`src/rtl/aes_ks_inv_seq_pkg.sv`:
```
// Shared definitions for the inverse AES-128 key-schedule sequencer.
//   AES_NR        : number of rounds (NR+1 round keys are streamed)
//   AES_RCON_LAST : round constant used by the forward round that made key NR
//   AES_KS_LANES  : S-box lanes in one key-schedule round (one per column byte)
//   ks_state_t    : sequencer FSM states
//   rcon_prev     : steps a round constant one round backwards
package aes_ks_inv_seq_pkg;

    localparam int          AES_NR        = 10;
    localparam logic [7:0]  AES_RCON_LAST = 8'h36;
    localparam int          AES_KS_LANES  = 4;

    typedef enum logic {
        IDLE = 1'b0,
        EMIT = 1'b1
    } ks_state_t;

    // Inverse of xtime in GF(2^8): undo the shift and, if the reduction
    // polynomial was folded in, fold it back out (0x11b >> 1 = 0x8d).
    function automatic logic [7:0] rcon_prev(input logic [7:0] r);
        return (r >> 1) ^ (r[0] ? 8'h8d : 8'h00);
    endfunction

endpackage

```
`src/rtl/aes_ks_inv_round.sv`:
```
// One inverse AES-128 key-schedule round (combinational).
//   kin  : round key r, byte i = kin[8i+:8]
//   rcon : round constant of the forward round r-1 -> r
//   kout : round key r-1
// Columns 1..3 are undone first by XORing neighbouring columns; the result's
// last column then feeds the S-boxes that undo column 0. Lane m of the S-box
// takes byte 12+m directly (the forward round uses no RotWord).
module aes_ks_inv_round
    import aes_ks_inv_seq_pkg::*;
(
    input  logic [127:0] kin,
    input  logic [7:0]   rcon,
    output logic [127:0] kout
);

    logic [7:0] sub [AES_KS_LANES];

    for (genvar j = 4; j < 16; j++) begin : g_col
        assign kout[8*j +: 8] = kin[8*j +: 8] ^ kin[8*(j-4) +: 8];
    end

    for (genvar m = 0; m < AES_KS_LANES; m++) begin : g_lane
        sbox_bp_umsk u_sbox (
            .a (kout[8*(12+m) +: 8]),
            .y (sub[m])
        );
        if (m == 0) begin : g_rc
            assign kout[7:0] = kin[7:0] ^ sub[0] ^ rcon;
        end else begin : g_norc
            assign kout[8*m +: 8] = kin[8*m +: 8] ^ sub[m];
        end
    end

endmodule

```
`src/rtl/sbox_bp_umsk.sv`:
```
// Unmasked AES forward S-box.
//   a : input byte
//   y : S(a)
// Computed as multiplicative inverse in GF(2^8) (a^254) followed by the AES
// affine transform, so no table ROM is needed.
module sbox_bp_umsk (
    input  logic [7:0] a,
    output logic [7:0] y
);

    function automatic logic [7:0] xtime(input logic [7:0] v);
        return {v[6:0], 1'b0} ^ (v[7] ? 8'h1b : 8'h00);
    endfunction

    function automatic logic [7:0] gf_mul(input logic [7:0] x, input logic [7:0] z);
        logic [7:0] acc;
        logic [7:0] sh;
        acc = 8'h00;
        sh  = x;
        for (int i = 0; i < 8; i++) begin
            if (z[i]) acc = acc ^ sh;
            sh = xtime(sh);
        end
        return acc;
    endfunction

    // a^254 by square-and-multiply over the exponent bits 1111_1110;
    // maps 0 to 0 as the S-box definition requires.
    function automatic logic [7:0] gf_inv(input logic [7:0] x);
        logic [7:0] r;
        r = 8'h01;
        for (int i = 7; i >= 0; i--) begin
            r = gf_mul(r, r);
            if (i != 0) r = gf_mul(r, x);
        end
        return r;
    endfunction

    logic [7:0] b;

    always_comb begin
        b = gf_inv(a);
        y = b ^ {b[6:0], b[7]} ^ {b[5:0], b[7:6]} ^ {b[4:0], b[7:5]}
              ^ {b[3:0], b[7:4]} ^ 8'h63;
    end

endmodule

```
`src/rtl/aes_ks_inv_seq.sv`:
```
// Iterative inverse AES-128 key-schedule sequencer.
// Takes the final round key and streams round keys NR, NR-1, ..., 0, one
// inverse round per accepted beat, with valid/ready on both sides.
//   clk       : clock
//   rst_n     : asynchronous active-low reset
//   key_in    : round-NR key, byte i = key_in[8i+:8]
//   in_valid  : key_in valid
//   in_ready  : idle; key accepted on in_valid & in_ready
//   key_out   : current round key
//   out_round : round index of key_out
//   out_last  : high on the round-0 beat
//   out_valid : key_out valid
//   out_ready : consumer accepts beat on out_valid & out_ready
//   busy      : stream in progress
//
// state | meaning
// ------+---------------------------------------------------------------
// IDLE  | waiting for a key; in_ready high
// EMIT  | presenting key_q for round_q; advance on accept, exit after 0
module aes_ks_inv_seq
    import aes_ks_inv_seq_pkg::*;
#(
    parameter int         NR        = AES_NR,
    parameter logic [7:0] RCON_LAST = AES_RCON_LAST
) (
    input  logic         clk,
    input  logic         rst_n,
    input  logic [127:0] key_in,
    input  logic         in_valid,
    output logic         in_ready,
    output logic [127:0] key_out,
    output logic [3:0]   out_round,
    output logic         out_last,
    output logic         out_valid,
    input  logic         out_ready,
    output logic         busy
);

    localparam logic [3:0] ROUND_TOP = 4'(NR);

    ks_state_t    state_q, state_d;
    logic [127:0] key_q;
    logic [7:0]   rcon_q;
    logic [3:0]   round_q;
    logic [127:0] key_prev;
    logic         load;
    logic         step;

    aes_ks_inv_round u_round (
        .kin  (key_q),
        .rcon (rcon_q),
        .kout (key_prev)
    );

    always_ff @(posedge clk or negedge rst_n) begin
        if (!rst_n) begin
            state_q <= IDLE;
            key_q   <= '0;
            rcon_q  <= '0;
            round_q <= '0;
        end else begin
            state_q <= state_d;
            if (load) begin
                key_q   <= key_in;
                rcon_q  <= RCON_LAST;
                round_q <= ROUND_TOP;
            end else if (step) begin
                key_q   <= key_prev;
                rcon_q  <= rcon_prev(rcon_q);
                round_q <= round_q - 4'd1;
            end
        end
    end

    always_comb begin
        state_d   = state_q;
        load      = 1'b0;
        step      = 1'b0;
        in_ready  = 1'b0;
        out_valid = 1'b0;
        case (state_q)
            IDLE: begin
                in_ready = 1'b1;
                if (in_valid) begin
                    load    = 1'b1;
                    state_d = EMIT;
                end
            end
            EMIT: begin
                out_valid = 1'b1;
                if (out_ready) begin
                    if (round_q == 4'd0) state_d = IDLE;
                    else                 step    = 1'b1;
                end
            end
            default: state_d = IDLE;
        endcase
    end

    assign key_out   = key_q;
    assign out_round = round_q;
    // round_q rests at 0 after a stream, so qualify with the state.
    assign out_last  = (state_q == EMIT) && (round_q == 4'd0);
    assign busy      = (state_q != IDLE);

endmodule

```
`config.mk`:
```
export PLATFORM = sky130hd
export DESIGN_NAME = aes_ks_inv_seq
export DESIGN_NICKNAME = d
export VERILOG_FILES = /design/src/rtl/aes_ks_inv_seq_pkg.sv /design/src/rtl/aes_ks_inv_round.sv /design/src/rtl/sbox_bp_umsk.sv /design/src/rtl/aes_ks_inv_seq.sv
export SDC_FILE = /design/constraint.sdc
export NUM_CORES = 2
export LEC_CHECK = 0
export ABC_CLOCK_PERIOD_IN_PS = 31500
export CORE_MARGIN = 5
export CORE_UTILIZATION = 40
export DETAILED_ROUTE_END_ITERATION = 8
export GPL_ROUTABILITY_DRIVEN = 0
export PLACE_DENSITY = 0.58
export SETUP_SLACK_MARGIN = 0.05
export SLEW_MARGIN = 0
export SYNTH_ARGS = -nofsm -noshare
export SYNTH_HDL_FRONTEND = slang
export SYNTH_SLANG_ARGS = --single-unit
```
`constraint.sdc`:
```
create_clock -name clk -period 31.5 [get_ports clk]
set_input_delay 7.875 -clock clk [delete_from_list [all_inputs] [get_ports clk]]
set_output_delay 7.875 -clock clk [all_outputs]
set_load 0.02 [all_outputs]
```
Word level (Yosys, flattened, before mapping)

Cells that the tools add are included.

Logic and storage cells: 1631
Input bits: 132
Flip-flop bits (word level): 141

Reduce and logical (&&, ||, !) cells: 3
Muxes and demuxes: 828
Bitwise operators: 795
Add/sub/neg operators: 1

Operators with widths:

| cell                                             | count |
|---|---|
| two-way mux 8 bit                                | 423 |
| bitwise XOR 8 bit                                | 397 |
| bitwise XOR 8 x 5 -> 8 bit                       | 364 |
| two-way mux 5 bit                                | 368 |
| two-way mux 128 bit                              | 2 |
| two-way mux 7 bit                                | 4 |
| NOT 1 bit, first input constant                  | 28 |
| two-way mux 4 bit                                | 6 |
| two-way mux 6 bit                                | 4 |
| NOT 4 bit                                        | 4 |
| two-way mux 1 bit                                | 12 |
| two-way mux 3 bit                                | 4 |
| two-way mux 2 bit                                | 4 |
| bitwise XOR 7 x 8 -> 8 bit                       | 1 |
| logical NOT 4 bit                                | 1 |
| subtractor 4 x 1 -> 4 bit, second input constant | 1 |
| one-hot mux 1 bit (2 select lines)               | 1 |
| nonzero test 2 bit                               | 1 |
| logical AND 1 bit                                | 1 |
| NOT 1 bit                                        | 1 |

Longest topological paths before layout

Depth in word-level cells: 226
Depth in mapped cells: 93
Gate-level depth less buffers: 84

By module

Synthesis repeated with hierarchy kept, for this count alone.

Cells, all modules: 7813
Area, all modules: 67935.2 um2

By module, submodules not included:

| module           | area an instance (um2) | cells each | times used |
|---|---|---|---|
| sbox_bp_umsk     | 14800.4                | 1801       | 4 |
| aes_ks_inv_seq   | 7492.2                 | 481        | 1 |
| aes_ks_inv_round | 1241.2                 | 128        | 1 |

Worst setup path after synthesis

No wires, ideal clock.

Path kind: register -> register
Start point: register key_q[111] (netlist: key_out[111])
End point: register key_q[9] (netlist: key_out[9])
Path slack: 9303 ps
Arrival time: 22066 ps
Cell stages (with the launch flop): 81
Required time: 31370 ps
Library setup time: 130 ps
Period minus slack after synthesis: 22197 ps
Path through: dfrtp_1 -> xnor2_2 -> xnor2_1 -> o22ai_1 -> a211o_1 -> nor3_4 -> xnor3_1 -> nor4b_1 -> nor3_2 -> xor2_1 -> inv_2 -> buf_2 -> ha_1 -> xnor3_1 -> and4bb_2 -> nor2_1 -> or4_1 -> o2111ai_1 -> (+45 left out) -> xnor2_1 -> buf_2 -> xor2_1 -> xnor2_1 -> nor2_1 -> xnor2_2 -> xor2_2 -> ha_1 -> inv_1 -> xnor3_1 -> xnor3_1 -> nor2_1 -> xor3_1 -> xnor3_1 -> xnor3_1 -> nor2_1 -> xnor2_1 -> o21ai_1

Longest elaborated chain between the ends: 211
Elaborated cells between the ends (all ways): 383

Ends and longest elaborated chain:

| what                                                                   | RTL line                               | RTL |
|---|---|---|
| from (decl)                                                            | aes_ks_inv_seq.sv:42                   | `logic [127:0] key_q;` |
| from (signal assigned)                                                 | aes_ks_inv_seq.sv:64                   | `key_q <= key_in;` |
| from (signal assigned)                                                 | aes_ks_inv_seq.sv:68                   | `key_q <= key_prev;` |
| bitwise XOR 8 bit (*)                                                  | aes_ks_inv_round.sv:19                 | `assign kout[8*j +: 8] = kin[8*j +: 8] ^ kin[8*(j-4) +: 8];` |
| two-way mux 8 bit                                                      | sbox_bp_umsk.sv:21                     | `if (z[i]) acc = acc ^ sh;` |
| two-way mux 5 bit / two-way mux 8 bit (equally long branches)          | sbox_bp_umsk.sv:12, sbox_bp_umsk.sv:21 |  |
| bitwise XOR 8 x 5 -> 8 bit / bitwise XOR 8 bit (equally long branches) | sbox_bp_umsk.sv:12, sbox_bp_umsk.sv:21 |  |
| bitwise XOR 8 bit / two-way mux 8 bit (equally long branches)          | sbox_bp_umsk.sv:21                     |  |
| two-way mux 8 bit / bitwise XOR 8 bit (equally long branches)          | sbox_bp_umsk.sv:21                     |  |
| bitwise XOR 8 bit / two-way mux 8 bit (equally long branches)          | sbox_bp_umsk.sv:21                     |  |
| two-way mux 8 bit / bitwise XOR 8 bit (equally long branches)          | sbox_bp_umsk.sv:21                     |  |
| (+193 left out)                                                        | n/a                                    |  |
| bitwise XOR 8 bit                                                      | sbox_bp_umsk.sv:21                     |  |
| two-way mux 8 bit (*)                                                  | sbox_bp_umsk.sv:21                     |  |
| bitwise XOR 8 bit (3 in series)                                        | sbox_bp_umsk.sv:43                     | `y = b ^ {b[6:0], b[7]} ^ {b[5:0], b[7:6]} ^ {b[4:0], b[7:5]}` |
| bitwise XOR 8 bit (*)                                                  | sbox_bp_umsk.sv:44                     | `^ {b[3:0], b[7:4]} ^ 8'h63;` |
| NOT 4 bit (no line) (*)                                                | n/a                                    |  |
| bitwise XOR 8 bit (*)                                                  | aes_ks_inv_round.sv:30                 | `assign kout[8*m +: 8] = kin[8*m +: 8] ^ sub[m];` |
| two-way mux 128 bit (*)                                                | aes_ks_inv_seq.sv:67                   | `end else if (step) begin` |
| two-way mux 128 bit (*)                                                | aes_ks_inv_seq.sv:63                   | `if (load) begin` |

Every way passes the cells marked *; elsewhere a longest branch is shown, timed or not. The select of a mux whose other input is x is not followed.
A chain may end at the register's enable or synchronous reset.

Worst setup path in the final report

Start point: register key_q[78] (netlist: key_out[78])
End point: register key_q[9] (netlist: key_out[9])

Longest elaborated chain between the ends: 212
Elaborated cells between the ends (all ways): 384

Ends and longest elaborated chain:

| what                            | RTL line               | RTL |
|---|---|---|
| bitwise XOR 8 bit (*)           | aes_ks_inv_round.sv:19 |  |
| two-way mux 7 bit               | sbox_bp_umsk.sv:21     |  |
| two-way mux 8 bit               | sbox_bp_umsk.sv:21     |  |
| bitwise XOR 8 x 5 -> 8 bit      | sbox_bp_umsk.sv:12     | `return {v[6:0], 1'b0} ^ (v[7] ? 8'h1b : 8'h00);` |
| bitwise XOR 8 bit               | sbox_bp_umsk.sv:21     |  |
| two-way mux 8 bit               | sbox_bp_umsk.sv:21     |  |
| bitwise XOR 8 bit               | sbox_bp_umsk.sv:21     |  |
| two-way mux 8 bit               | sbox_bp_umsk.sv:21     |  |
| (+194 left out)                 | n/a                    |  |
| bitwise XOR 8 bit               | sbox_bp_umsk.sv:21     |  |
| two-way mux 8 bit (*)           | sbox_bp_umsk.sv:21     |  |
| bitwise XOR 8 bit (3 in series) | sbox_bp_umsk.sv:43     |  |
| bitwise XOR 8 bit (*)           | sbox_bp_umsk.sv:44     |  |
| NOT 4 bit (no line) (*)         | n/a                    |  |
| bitwise XOR 8 bit (*)           | aes_ks_inv_round.sv:30 |  |
| two-way mux 128 bit (*)         | aes_ks_inv_seq.sv:67   |  |
| two-way mux 128 bit (*)         | aes_ks_inv_seq.sv:63   |  |

Marked as above.

==> run_summary.xml <==
<?xml version="1.0" encoding="UTF-8"?>
<metrics>
  <group name="critical_path">
    <metric name="critPathRequiredTime" unit="ps">31910</metric>
    <metric name="crit_path_frequent_cell" unit="">sky130_fd_sc_hd__xnor3_1</metric>
    <metric name="crit_path_buf_inv_count" unit="">4</metric>
    <metric name="path_max_fanout" unit="">63</metric>
    <metric name="critical_path.slowest_cell" unit="">sky130_fd_sc_hd__xnor2_2</metric>
    <metric name="crit_path_start_kind" unit="">flop</metric>
    <metric name="arrival" unit="ps">27420</metric>
    <metric name="timing.setup.critical_path_class" unit="">reg2reg</metric>
    <metric name="slowest_delay" unit="ps">880</metric>
    <metric name="end_kind" unit="">flop</metric>
    <metric name="crit_family" unit="">XOR/XNOR gates</metric>
    <metric name="setup.reg_to_reg.worst_slack" unit="ps">4490</metric>
  </group>
  <group name="timing">
    <metric name="slew_headroom" unit="%">9.99</metric>
    <metric name="max_clock_skew" unit="ps">29.1</metric>
    <metric name="timing_max_transition_violations_final" unit="">0</metric>
    <metric name="worst_slew_pin_slew" unit="ps">1340</metric>
    <metric name="period_needed" unit="ps">27010</metric>
    <metric name="setup_total_negative_slack" unit="ps">0</metric>
    <metric name="fmax_achieved" unit="MHz">37.0</metric>
    <metric name="finalSetupViolCount" unit="">0</metric>
    <metric name="timing_hold_violations_final" unit="">0</metric>
    <metric name="layout_setup_ws" unit="ps">4490</metric>
    <metric name="layout_worst_path_cycle_share" unit="%">85.7</metric>
    <metric name="grt_setup_unrepaired" unit="">false</metric>
  </group>
  <group name="drt">
    <metric name="drt_iter0_markers" unit="">5782</metric>
    <metric name="route.final.wire_length" unit="um">211000</metric>
    <metric name="drt_drc_violations_left" unit="">0</metric>
    <metric name="vias_per_cell" unit="">5.91</metric>
    <metric name="final_routed_wire_length_divided_by_cell_count" unit="um">21.6</metric>
    <metric name="drt.antenna.violating_nets" unit="">0</metric>
    <metric name="dr_total_vias" unit="">57778</metric>
    <metric name="drt-pass1-iter-count" unit="">8</metric>
  </group>
  <group name="clock_tree">
    <metric name="clock-root-buffer" unit="">sky130_fd_sc_hd__clkbuf_16</metric>
    <metric name="post_cts.repair.setup_buffers" unit="">0</metric>
    <metric name="cts-root-to-sink-buffers" unit="">2</metric>
    <metric name="clkLatencyLatePin" unit="ps">560</metric>
    <metric name="cts_hold_buffers" unit="">0</metric>
    <metric name="cts.sinks" unit="">141</metric>
    <metric name="numCtsBuffers" unit="">17</metric>
    <metric name="clock_tree.htree_level_count" unit="">4</metric>
    <metric name="cts_tree" unit="">done</metric>
    <metric name="path_clk_slew" unit="ps">100</metric>
    <metric name="ctsResizeCount" unit="">0</metric>
  </group>
  <group name="floorplanning">
    <metric name="fp.dieH" unit="um">401</metric>
    <metric name="overall_die_area" unit="um2">161000</metric>
    <metric name="rows" unit="">143</metric>
    <metric name="start_util" unit="%">40.2</metric>
    <metric name="io_pins" unit="">268</metric>
    <metric name="dieWidth" unit="um">401</metric>
    <metric name="floorplan.core_area" unit="um2">152000</metric>
  </group>
  <group name="cells_and_area">
    <metric name="layout.cells.non_filler" unit="">9782</metric>
    <metric name="finalNetCount" unit="">7896</metric>
    <metric name="syn_to_final_growth" unit="%">9.21</metric>
    <metric name="layout-drive-gt1-share" unit="%">7.20</metric>
    <metric name="mostFrequentLayoutCells" unit="">1237 x sky130_fd_sc_hd__xnor2_1, 1044 x sky130_fd_sc_hd__nor2_1, 913 x sky130_fd_sc_hd__nand2_1, 510 x sky130_fd_sc_hd__xor2_1, 399 x sky130_fd_sc_hd__o21ai_0</metric>
    <metric name="most_common_cell_after_layout_fill_and_taps_aside" unit="">sky130_fd_sc_hd__xnor2_1</metric>
  </group>
  <group name="logic_synthesis">
    <metric name="netlist.top_cell.by_area" unit="">sky130_fd_sc_hd__xnor2_1</metric>
    <metric name="syn_area_per_cell" unit="um2">7.79</metric>
    <metric name="synth_seq_cells" unit="">141</metric>
    <metric name="synth_area_leaders" unit="">sky130_fd_sc_hd__xnor2_1 18%, sky130_fd_sc_hd__xnor3_1 15%, sky130_fd_sc_hd__xor2_1 7.8%</metric>
    <metric name="ys_warn_count" unit="">0</metric>
    <metric name="synth_enable_flop_cells" unit="">0</metric>
    <metric name="ys_types" unit="">127</metric>
    <metric name="synth_async_reset_ratio" unit="%">100</metric>
    <metric name="postSynthNetCount" unit="">8013</metric>
    <metric name="syn-cell-area" unit="um2">61200</metric>
    <metric name="synth.yosys.seq_area_share" unit="%">5.77</metric>
    <metric name="ys_dominant_reg_cell" unit="">sky130_fd_sc_hd__dfrtp_1</metric>
    <metric name="yosys.area.top_type_share" unit="%">18.1</metric>
    <metric name="syn_inst" unit="">7855</metric>
  </group>
  <group name="placed_design">
    <metric name="dpl_worst_slack" unit="ps">4860</metric>
    <metric name="post-place-cells" unit="">9749</metric>
    <metric name="place_hpwl" unit="um">148000</metric>
    <metric name="numPortBuffers" unit="">267</metric>
  </group>
  <group name="grt">
    <metric name="global_route.overflow_total" unit="">0</metric>
    <metric name="groute.usage.overall" unit="%">25.0</metric>
    <metric name="grt_antenna_before_repair" unit="">6</metric>
    <metric name="grt_first_pass_wirelength" unit="um">328000</metric>
    <metric name="first_global_vias" unit="">55260</metric>
    <metric name="maximum_number_of_pins_on_one_net_before_global_route_repair" unit="">132</metric>
  </group>
  <group name="hold_path">
    <metric name="holdCritPathClass" unit="">reg2reg</metric>
  </group>
  <group name="job">
    <metric name="maxCapViolations" unit="">0</metric>
  </group>
  <group name="outcome">
    <metric name="status" unit="">completed</metric>
  </group>
</metrics>
-- state kept, by name (all words and copies together), names as in the netlist --
register / count
key_out: 128
busy: 1
out_round: 4
rcon_q: 8
-- Yosys cell counts, types with 41 or more instances --
cell type / instances
sky130_fd_sc_hd__buf_1: 68
sky130_fd_sc_hd__xor2_1: 543
sky130_fd_sc_hd__nand3_1: 160
sky130_fd_sc_hd__xor3_1: 56
sky130_fd_sc_hd__xnor2_2: 96
sky130_fd_sc_hd__dfrtp_1: 141
sky130_fd_sc_hd__nand2b_1: 47
sky130_fd_sc_hd__nand2_1: 914
sky130_fd_sc_hd__xnor2_1: 1265
sky130_fd_sc_hd__and2_1: 66
sky130_fd_sc_hd__nor3_1: 200
sky130_fd_sc_hd__nor2_1: 1044
sky130_fd_sc_hd__o22ai_1: 108
sky130_fd_sc_hd__xnor3_1: 394
sky130_fd_sc_hd__a31oi_1: 52
sky130_fd_sc_hd__and3_1: 41
sky130_fd_sc_hd__o211ai_1: 62
sky130_fd_sc_hd__a21oi_1: 328
sky130_fd_sc_hd__mux2i_1: 223
sky130_fd_sc_hd__buf_2: 98
sky130_fd_sc_hd__o21ai_0: 399
sky130_fd_sc_hd__a22oi_1: 77
sky130_fd_sc_hd__inv_1: 49
sky130_fd_sc_hd__nor3b_1: 45
sky130_fd_sc_hd__a211oi_1: 77
sky130_fd_sc_hd__clkbuf_1: 375
-- layout make-up --
type,instances,area [um2]
fill,15225,85300
multi-input combinational,7081,55900
timing repair buffer,431,3920
sequential,141,3530
tap,2030,2540
clock buffer,17,425
inverter,66,248
clock inverter,15,214
antenna,1,2.50
-- tightest hold or removal path: cells and delay by family, from the launching register on --
kind,cells,cell delay (ps)
AND/OR/NAND/NOR,2,110
flip-flops,1,370
-- logic make-up (layout without fill, tap and decap cells) --
logic type | count (synthesis) | after routing | synth area share [%]
AOI/OAI and AO/OA | 1644 | 1644 | 18.2
xor gates and xnor gates | 2415 | 2415 | 47.3
adders and majority gates | 27 | 27 | 0.548
buffers and inverters | 633 | 529 | 4.30
DFF | 141 | 141 | 5.77
muxes | 265 | 265 | 4.43
other | 0 | 1 | 0
and+or+nand+nor | 2730 | 2730 | 19.5
-- metrics by stage --
| stage | cell area (um2) | hold WS [ps] | utilization (%) |
|---|---|---|---|
| finish | 66800 | 510 | 43.9 |
| global route | 66800 | 565 | 43.9 |
| CTS | 66800 | 513 | 43.9 |
| detailed placement | 66200 | 499 | 43.5 |
| global placement | 66200 | 504 | 43.5 |
| floorplan | 61200 | 462 | - |
-- path summary, 6_finish.rpt --
check | startpoint | endpoint | depth (start not counted)
min in group asynchronous | rst_n | key_out[59] | 1
worst max-delay path | key_out[78] | key_out[9] | 72
worst max register to register | key_out[78] | key_out[9] | 72
max in group asynchronous | rst_n | key_out[48] | 2
worst min-delay path | rcon_q[7] | rcon_q[6] | 2
worst min register to register | rcon_q[7] | rcon_q[6] | 2
-- metal layers --
layer | global-route usage (%) | vias to the layer above | wire length [um]
met3 | 4.28 | 331 | 17700
met1 | 34.9 | 27813 | 93300
met4 | 7.08 | 2 | 5620
met2 | 39.9 | 2432 | 94700
li1 | - | 27200 | -
met5 | 0 | - | 13
Power is not shown: default switching activity piles up to over one toggle a cycle in this logic, so the estimate is an artifact.
